==> src/rtl/sel_sequencer_pkg.sv <==
// Shared types and constants for the selector sequencer.
// The default arm of the downstream decoder catches codes with bit 0 set.
package sel_sequencer_pkg;

  typedef enum logic [1:0] {
    ST_IDLE = 2'd0,
    ST_RUN  = 2'd1,
    ST_HOLD = 2'd2,
    ST_DONE = 2'd3
  } state_t;

  localparam logic [1:0] SEL_00 = 2'b00;
  localparam logic [1:0] SEL_01 = 2'b01;
  localparam logic [1:0] SEL_10 = 2'b10;
  localparam logic [1:0] SEL_11 = 2'b11;

  function automatic logic is_dflt(input logic [1:0] code);
    return (code == SEL_01) || (code == SEL_11);
  endfunction

endpackage

==> src/rtl/sel_fifo.sv <==
// Purpose: DEPTH x 2-bit synchronous FIFO holding programmed selector codes.
// Latency: a push is visible at head the cycle after it is written; head is combinational.
// Backpressure: push ignored when full, pop ignored when empty; caller gates with full/empty.
module sel_fifo #(
  parameter int DEPTH = 4
) (
  input  logic       clock,
  input  logic       reset,
  input  logic       push,
  input  logic [1:0] push_code,
  input  logic       pop,
  output logic [1:0] head,
  output logic       full,
  output logic       empty
);

  localparam int AW = $clog2(DEPTH);

  logic [AW:0] wr_ptr;
  logic [AW:0] rd_ptr;
  logic [1:0]  mem [DEPTH];

  // Extra MSB on each pointer distinguishes full from empty when the indices match.
  assign empty = (wr_ptr == rd_ptr);
  assign full  = (wr_ptr[AW] != rd_ptr[AW]) && (wr_ptr[AW-1:0] == rd_ptr[AW-1:0]);
  assign head  = mem[rd_ptr[AW-1:0]];

  always_ff @(posedge clock) begin
    if (reset) begin
      wr_ptr <= '0;
      rd_ptr <= '0;
    end else begin
      if (push && !full)
        wr_ptr <= wr_ptr + (AW+1)'(1);
      if (pop && !empty)
        rd_ptr <= rd_ptr + (AW+1)'(1);
    end
  end

  always_ff @(posedge clock) begin
    if (push && !full)
      mem[wr_ptr[AW-1:0]] <= push_code;
  end

endmodule

==> src/rtl/sel_sequencer.sv <==
// Purpose: buffers selector codes and replays them to the decoder, each held HOLD cycles (SEL_SKIP_DEFAULT_EN drops default-arm codes at load).
// Latency: handshake at cycle t gives the next sel_valid at t+HOLD+1; done pulses HOLD+1 cycles after the last handshake.
// Backpressure: sel held indefinitely while sel_ready is low; load_ready low outside IDLE or when the buffer is full.
module sel_sequencer
  import sel_sequencer_pkg::*;
#(
  parameter int DEPTH = 4,
  parameter int HOLD  = 10,
  parameter int CNT_W = 8
) (
  input  logic             clock,
  input  logic             reset,
  input  logic [1:0]       load_code,
  input  logic             load_valid,
  output logic             load_ready,
  input  logic             start,
  output logic [1:0]       sel,
  output logic             sel_valid,
  input  logic             sel_ready,
  output logic             sel_dflt,
  output logic             busy,
  output logic             done,
`ifdef SEL_SKIP_DEFAULT_EN
  output logic [CNT_W-1:0] skip_cnt,
`endif
  output logic [CNT_W-1:0] sent_cnt
);

  localparam int            HW      = $clog2(HOLD + 1);
  localparam logic [HW-1:0] HOLD_LD = HW'(HOLD - 1);

  state_t        state, state_nxt;
  logic [HW-1:0] hold_cnt;
  logic [1:0]    sel_q;
  logic [1:0]    head;
  logic          full, empty;
  logic          load_fire, skip, push, hs;

  assign load_fire = load_valid && load_ready;
`ifdef SEL_SKIP_DEFAULT_EN
  assign skip      = load_code[0];
`else
  assign skip      = 1'b0;
`endif
  assign push      = load_fire && !skip;
  assign hs        = sel_valid && sel_ready;

  sel_fifo #(.DEPTH(DEPTH)) u_fifo (
    .clock     (clock),
    .reset     (reset),
    .push      (push),
    .push_code (load_code),
    .pop       (hs),
    .head      (head),
    .full      (full),
    .empty     (empty)
  );

  always_comb begin
    state_nxt  = state;
    load_ready = 1'b0;
    sel_valid  = 1'b0;
    sel        = sel_q;
    busy       = 1'b0;
    done       = 1'b0;
    case (state)
      ST_IDLE: begin
        load_ready = !full;
        // A push landing on the same edge as start counts as buffered content.
        if (start && (!empty || push))
          state_nxt = ST_RUN;
      end
      ST_RUN: begin
        sel       = head;
        sel_valid = 1'b1;
        busy      = 1'b1;
        if (sel_ready)
          state_nxt = ST_HOLD;
      end
      ST_HOLD: begin
        busy = 1'b1;
        if (hold_cnt == '0)
          state_nxt = empty ? ST_DONE : ST_RUN;
      end
      ST_DONE: begin
        done      = 1'b1;
        state_nxt = ST_IDLE;
      end
      default: state_nxt = ST_IDLE;
    endcase
`ifdef SEL_SKIP_DEFAULT_EN
    sel_dflt = 1'b0;
`else
    sel_dflt = is_dflt(sel);
`endif
  end

  always_ff @(posedge clock) begin
    if (reset) begin
      state    <= ST_IDLE;
      hold_cnt <= '0;
      sel_q    <= SEL_00;
      sent_cnt <= '0;
    end else begin
      state <= state_nxt;
      if (hs) begin
        sel_q    <= head;
        hold_cnt <= HOLD_LD;
        if (sent_cnt != '1)
          sent_cnt <= sent_cnt + CNT_W'(1);
      end else if (state == ST_HOLD && hold_cnt != '0) begin
        hold_cnt <= hold_cnt - HW'(1);
      end
    end
  end

`ifdef SEL_SKIP_DEFAULT_EN
  always_ff @(posedge clock) begin
    if (reset)
      skip_cnt <= '0;
    else if (load_fire && skip && skip_cnt != '1)
      skip_cnt <= skip_cnt + CNT_W'(1);
  end
`endif

endmodule

==> config.mk <==
export PLATFORM = sky130hd
export DESIGN_NAME = sel_sequencer
export DESIGN_NICKNAME = d
export VERILOG_FILES = /design/src/rtl/sel_sequencer_pkg.sv /design/src/rtl/sel_fifo.sv /design/src/rtl/sel_sequencer.sv
export SDC_FILE = /design/constraint.sdc
export NUM_CORES = 1
export LEC_CHECK = 0
export ABC_AREA = 1
export CORE_MARGIN = 1.5
export CORE_UTILIZATION = 59
export DETAILED_ROUTE_END_ITERATION = 8
export HOLD_SLACK_MARGIN = 0.02
export PLACE_DENSITY = 0.95
export RECOVER_POWER = 25
export SLEW_MARGIN = 30
export SYNTH_ARGS = -nofsm -noshare
export SYNTH_HDL_FRONTEND = slang
export SYNTH_HIERARCHICAL = 1
export SYNTH_SLANG_ARGS = --single-unit
==> constraint.sdc <==
create_clock -name clock -period 4.7 [get_ports clock]
set_input_delay 1.175 -clock clock [delete_from_list [all_inputs] [get_ports clock]]
set_output_delay 1.175 -clock clock [all_outputs]
set_load 0.01 [all_outputs]
; ---- Word level (Yosys, flattened, before mapping)
; Memories as Yosys holds them, arrays and structs flattened. A register that Yosys moved wholly into a read port is not among the register bits.
; Index checks and enable logic that the tools add are counted.
[word_totals]
ramBits = 8
elab_cells = 59
n_memories = 1
in_bits = 7
reg_bits = 22
[memory_table]
columns = name, words, word_bits, rd, rd_ports_with_merged_regs, write_ports, line
row1 = u_fifo.mem, 4, 2, 1, 1, 1, sel_fifo.sv:21  ; logic [1:0] mem [DEPTH];
[classes]
muxes = 16
n_reduce_logical = 19
eq_ne = 12
addsub = 4
[ops]
columns = op, count
row1 = $mux W2, 7
row2 = $add A8 B1 Y8 const B, 1
row3 = $mux W4, 2
row4 = $ne A8 B8 Y1 const B, 1
row5 = $pmux W2 S4, 1
row6 = $logic_and A1 B1 Y1, 7
row7 = $add A3 B1 Y3 const B, 2
row8 = $eq A2 B2 Y1 const B, 3
row9 = $mux W1, 6
row10 = $ne A2 B2 Y1 const B, 3
row11 = $eq A2 B1 Y1 const B, 2
row12 = $logic_not A4 Y1, 1
row13 = $reduce_bool A4 Y1, 1
row14 = $reduce_or A2 Y1, 2
row15 = $sub A4 B1 Y4 const B, 1
row16 = $eq A3 B3 Y1, 1
row17 = $reduce_and A3 Y1, 1
row18 = $eq A2 B2 Y1, 1
row19 = $logic_not A1 Y1, 2
row20 = $logic_not A2 Y1, 1
row21 = $logic_or A1 B1 Y1, 2
row22 = $reduce_and A2 Y1, 1
row23 = $reduce_bool A2 Y1, 1
row24 = $ne A1 B1 Y1, 1

; ---- Longest topological paths before layout
[logic_depth]
word_depth = 9
mapped_depth = 13

; ---- Hierarchy
; Netlist, hierarchy kept.
[by_module_without_submodules]
columns = module, instances, cells_each, area_per_inst_um2, seq_area_each_um2
row1 = sel_sequencer, 1, 140, 948.4, 320.3
row2 = sel_fifo, 1, 96, 824.5, 400.4

; ---- Least setup slack after synthesis
; Ideal clock, no wire load.
[synth_path]
kind = reg-to-output
from = register state[1]
to = output port sel[0]
path_stages_with_launch = 5
required_time_ns = 3.525
setup_slack_ns = 2.194
arrival_time_ns = 1.331
cell_sequence = dfxtp_1 inv_1 ha_1 o21ai_0 buf_4
[synth_between]
elab_chain_len = 2
[synth_lines]
columns = element, line
row1 = from (decl), sel_sequencer.sv:32  ; state_t state, state_nxt;
row2 = from (signal assigned), sel_sequencer.sv:105  ; state <= state_nxt;
row3 = $eq A2 B1 Y1, sel_sequencer.sv:66  ; case (state)
row4 = $mux W2, sel_sequencer.sv:66
row5 = to (decl), sel_sequencer.sv:17  ; output logic [1:0] sel,
; Every way passes these cells.

; ---- Final worst setup path
[layout_path]
from = register state[1]
to = output port sel_dflt
[layout_between]
elab_chain_len = 4
elab_cells_between_ends = 5
[layout_lines]
columns = element, line
row1 = $eq A2 B1 Y1 *, sel_sequencer.sv:66
row2 = $mux W2 *, sel_sequencer.sv:66
row3 = $eq A2 B1 Y1 or $eq A2 B2 Y1 (tied branches), sel_sequencer_pkg.sv:18  ; return (code == SEL_01) || (code == SEL_11);
row4 = $logic_or A1 B1 Y1 *, sel_sequencer_pkg.sv:18
row5 = to (decl), sel_sequencer.sv:20  ; output logic sel_dflt,
; Mark *: on every way between the ends. The rest lies on a longest branch, timed or not.

==> summary.md <==
| Metric | Value |
|---|---|
| Status | finished, violations left |
| Failing checks | DRC |
| Hold-fix buffers at CTS | 0 |
| Setup TNS | 0 ns |
| First-pass GRT wire length | 5710 microns |
| DRT Pass-1 Iters | 6 |
| Die area | 3340 sq um |
| Fillcell total | 202 |
| Seq pwr share | 39.0% |
| Total grt overflow | 0 |
| Post-CTS resize count | 0 |
| Final worst-path cycle share | 68.8% |
| Final Cell Area | 2080 sq um |
| Synthesized Nets | 255 |
| Switching power | 348 uW |
| Reg2reg start | u_fifo/wr_ptr[0] |
| Crit path kind | flop to output pin |
| CTS clock-pin slew for the worst setup and hold paths | 0.09 ns |
| Worst-case clock buffer depth | 2 |
| Synthesis Warnings | 6 |
| Fin. max-slew vios | 0 |
| Internal power | 569 uW |
| Die Ht | 57.8 microns |
| Net count, final | 281 |
| R2r endpoint | u_fifo/mem[3][1] |
| Crit-path max FO | 7 |
| Clock share of power | 20.4% |
| Endpoint type of the worst setup path | output pin |
| Final Non-Filler Cells | 294 |
| Routability Congestion | 0.802 |
| Final Setup Violations | 0 |
| Vias in the first global route | 1401 |
| Max frequency | 0.309 GHz |
| Port Buffers | 21 |
| Worst Tran Pin Value | 0.393 ns |
| CTS H-tree lvls | 2 |
| Yosys cell types | 23 |
| Worst EP required | 3.52 ns |
| GR Util All Layers | 22.3% |
| CP peak stage delay | 0.60 ns |
| Initial Utilization | 63.2% |
| Hold Crit Class | flop to flop |
| CP top delay family | buffers and inverters |
| Combinational power share | 40.5% |
| Syn Std Cell Area | 1770 sq um |
| Inserted Diodes | 0 |
| Minimum clock period | 3.23 ns |
| Die span in x | 57.8 microns |
| DRC Markers | 2 |
| WHS Path Cells | 2 |
| Post-CTS setup buffers | 0 |
| Post-synthesis sequential area ratio | 40.6% |
| Worst-skew pair later-pin latency | 0.34 ns |
| Flop-to-flop setup slack | 2.89 ns |
| Number of placement rows | 19 |
| Antenna violations before repair | 0 |
| Routed WL per cell | 11.1 microns |
| Critical path buffer and inverter count | 2 |
| Vias post-DR | 1522 |
| Startpoint Class | flop |
| Hpwl dp | 2390 microns |
| Final Hold Fails | 0 |
| CP cell instances | inv_1, ha_1, o21ai_0, clkdlybuf4s50_1 |
| Root Driver | clkbuf_4 |
| DR vias/cell | 5.18 |
| Avg Cell Area, Syn | 7.51 sq um |
| Pwr Density | 440 nW/um^2 |
| RSZ-0062 raised after global routing | no |
| Relative slew margins | 73.7% |
| Placed cell count | 286 |
| Worst Path Arrival | 2.06 ns |
| Placed instance area | 2010 sq um |
| # clock sinks | 32 |
| Largest net degree at the start of global routing | 14 |
| Post-layout util | 74.2% |
| Maximum VDD drop | 0.297 mV |
| I/O pins | 22 |
| Hold Path Origin | sel_q[1] |
| TritonCTS clock tree | built |
| Area delta synth->final | 17.4% |
| Worst Clk Skew | 0.00872 ns |
| Worst R2R Path Depth | 12 |
| Max_cap viols | 0 |
| Share of cells above drive strength 1 | 9.13% |
| Most frequent cells in the layout | nand2_1 (48), inv_1 (39), nor2_1 (29) |
| WL final | 3270 microns |
| Critical-path top delay cell | clkdlybuf4s50_1 |
| Post-Syn Instances | 236 |
| Synth Register Bits | 32 |
| Commonest non-fill, non-tap cell in the layout | nand2_1 |
| DR iter-0 viols | 52 |
| Core area | 2810 sq um |
| Sw Share | 38.0% |
| Hold Crit Endpoint | sel_q[1] |
| Antenna-violating nets left | 0 |
| Num CTS Buffers | 5 |
| Leakage power | 0.000898 uW |
[worst min-delay path, stage by stage, from the launching register on]
cell and delay, ns:
dfxtp_1 0.31, inv_1 0.05, o21ai_0 0.07
[power groups by stage]
| stage | Combinational [uW] | Clock, uW | Sequential [uW] |
|---|---|---|---|
| floorplan | 262 | 0 | 358 |
| global placement | 357 | 0 | 362 |
| detailed placement | 369 | 0 | 364 |
| CTS | 376 | 192 | 358 |
| global route | 424 | 204 | 364 |
| finish | 371 | 187 | 358 |
[cell families (layout without fill, tap and decap cells)]
family                   Yosys count  in the layout  synth area share (%)
AO/OA/AOI/OAI                     32             32                  9.95
XOR/XNOR                           2              2                 0.988
adder cells (fa/ha/maj)           12             12                  8.47
buffers and inverters             42             69                  9.10
flip-flops                        32             32                  40.6
AND/OR/NAND/NOR                  116            116                  30.8
[registers in the layout, summed over array words and instances (netlist names), named ones only]
| signal | cells |
|---|---|
| sent_cnt | 8 |
| state | 2 |
| u_fifo/mem | 8 |
| sel_q | 2 |
| u_fifo/wr_ptr | 3 |
| hold_cnt | 4 |
| u_fifo/rd_ptr | 3 |
[synthesized netlist by cell type, drive strengths merged]
| cell | number | area share [%] |
|---|---|---|
| a211oi | 1 | 0.42 |
| a21oi | 18 | 5.7 |
| buf | 1 | 0.42 |
| clkbuf | 1 | 0.21 |
| dfxtp | 24 | 27 |
| edfxtp | 8 | 14 |
| ha | 12 | 8.5 |
| inv | 40 | 8.5 |
| nand2 | 58 | 15 |
| nand3 | 23 | 7.9 |
| nand4 | 1 | 0.35 |
| nor2 | 32 | 7.5 |
| nor3 | 2 | 0.56 |
| o21ai | 11 | 3.1 |
| o22ai | 2 | 0.71 |
| xor2 | 2 | 0.99 |
[area by class of cell]
class	instances	area (sq um)	area share [%]
tap	31	38.8	1.86
timing repair buffer	21	210	10.1
multi-input combinational	162	891	42.8
clock buffer	7	66.3	3.19
clock inverter	1	5.00	0.240
inverter	40	150	7.21
sequential	32	721	34.6
[through the flow]
stage	total power (uW)	hold WS, ns	setup slack, ns
finish	916	0.477	1.47
global route	991	0.524	1.35
CTS	925	0.479	1.44
detailed placement	733	0.461	1.82
global placement	718	0.459	1.92
floorplan	620	0.442	2.19
[how the worst max path moves through the flow]
stage,start,to,slack [ns],depth (start not counted)
4_1_cts,state[1],sel_dflt,1.44,4
2_1_floorplan,state[1],sel[0],2.19,4
5_1_grt,state[1],sel_dflt,1.35,4
6_report,state[1],sel_dflt,1.47,4
3_5_place_dp,state[1],sel_dflt,1.82,4
3_3_place_gp,state[1],sel_dflt,1.92,4
[layer usage]
metal	up-vias	GRT usage, %	share of wire (%)
met5	-	0	0
met4	0	12.6	1.9
met3	10	5.13	4.9
met2	34	37.7	47
met1	679	26.0	46
li1	799	-	-
(Power assumes the default switching activity.)
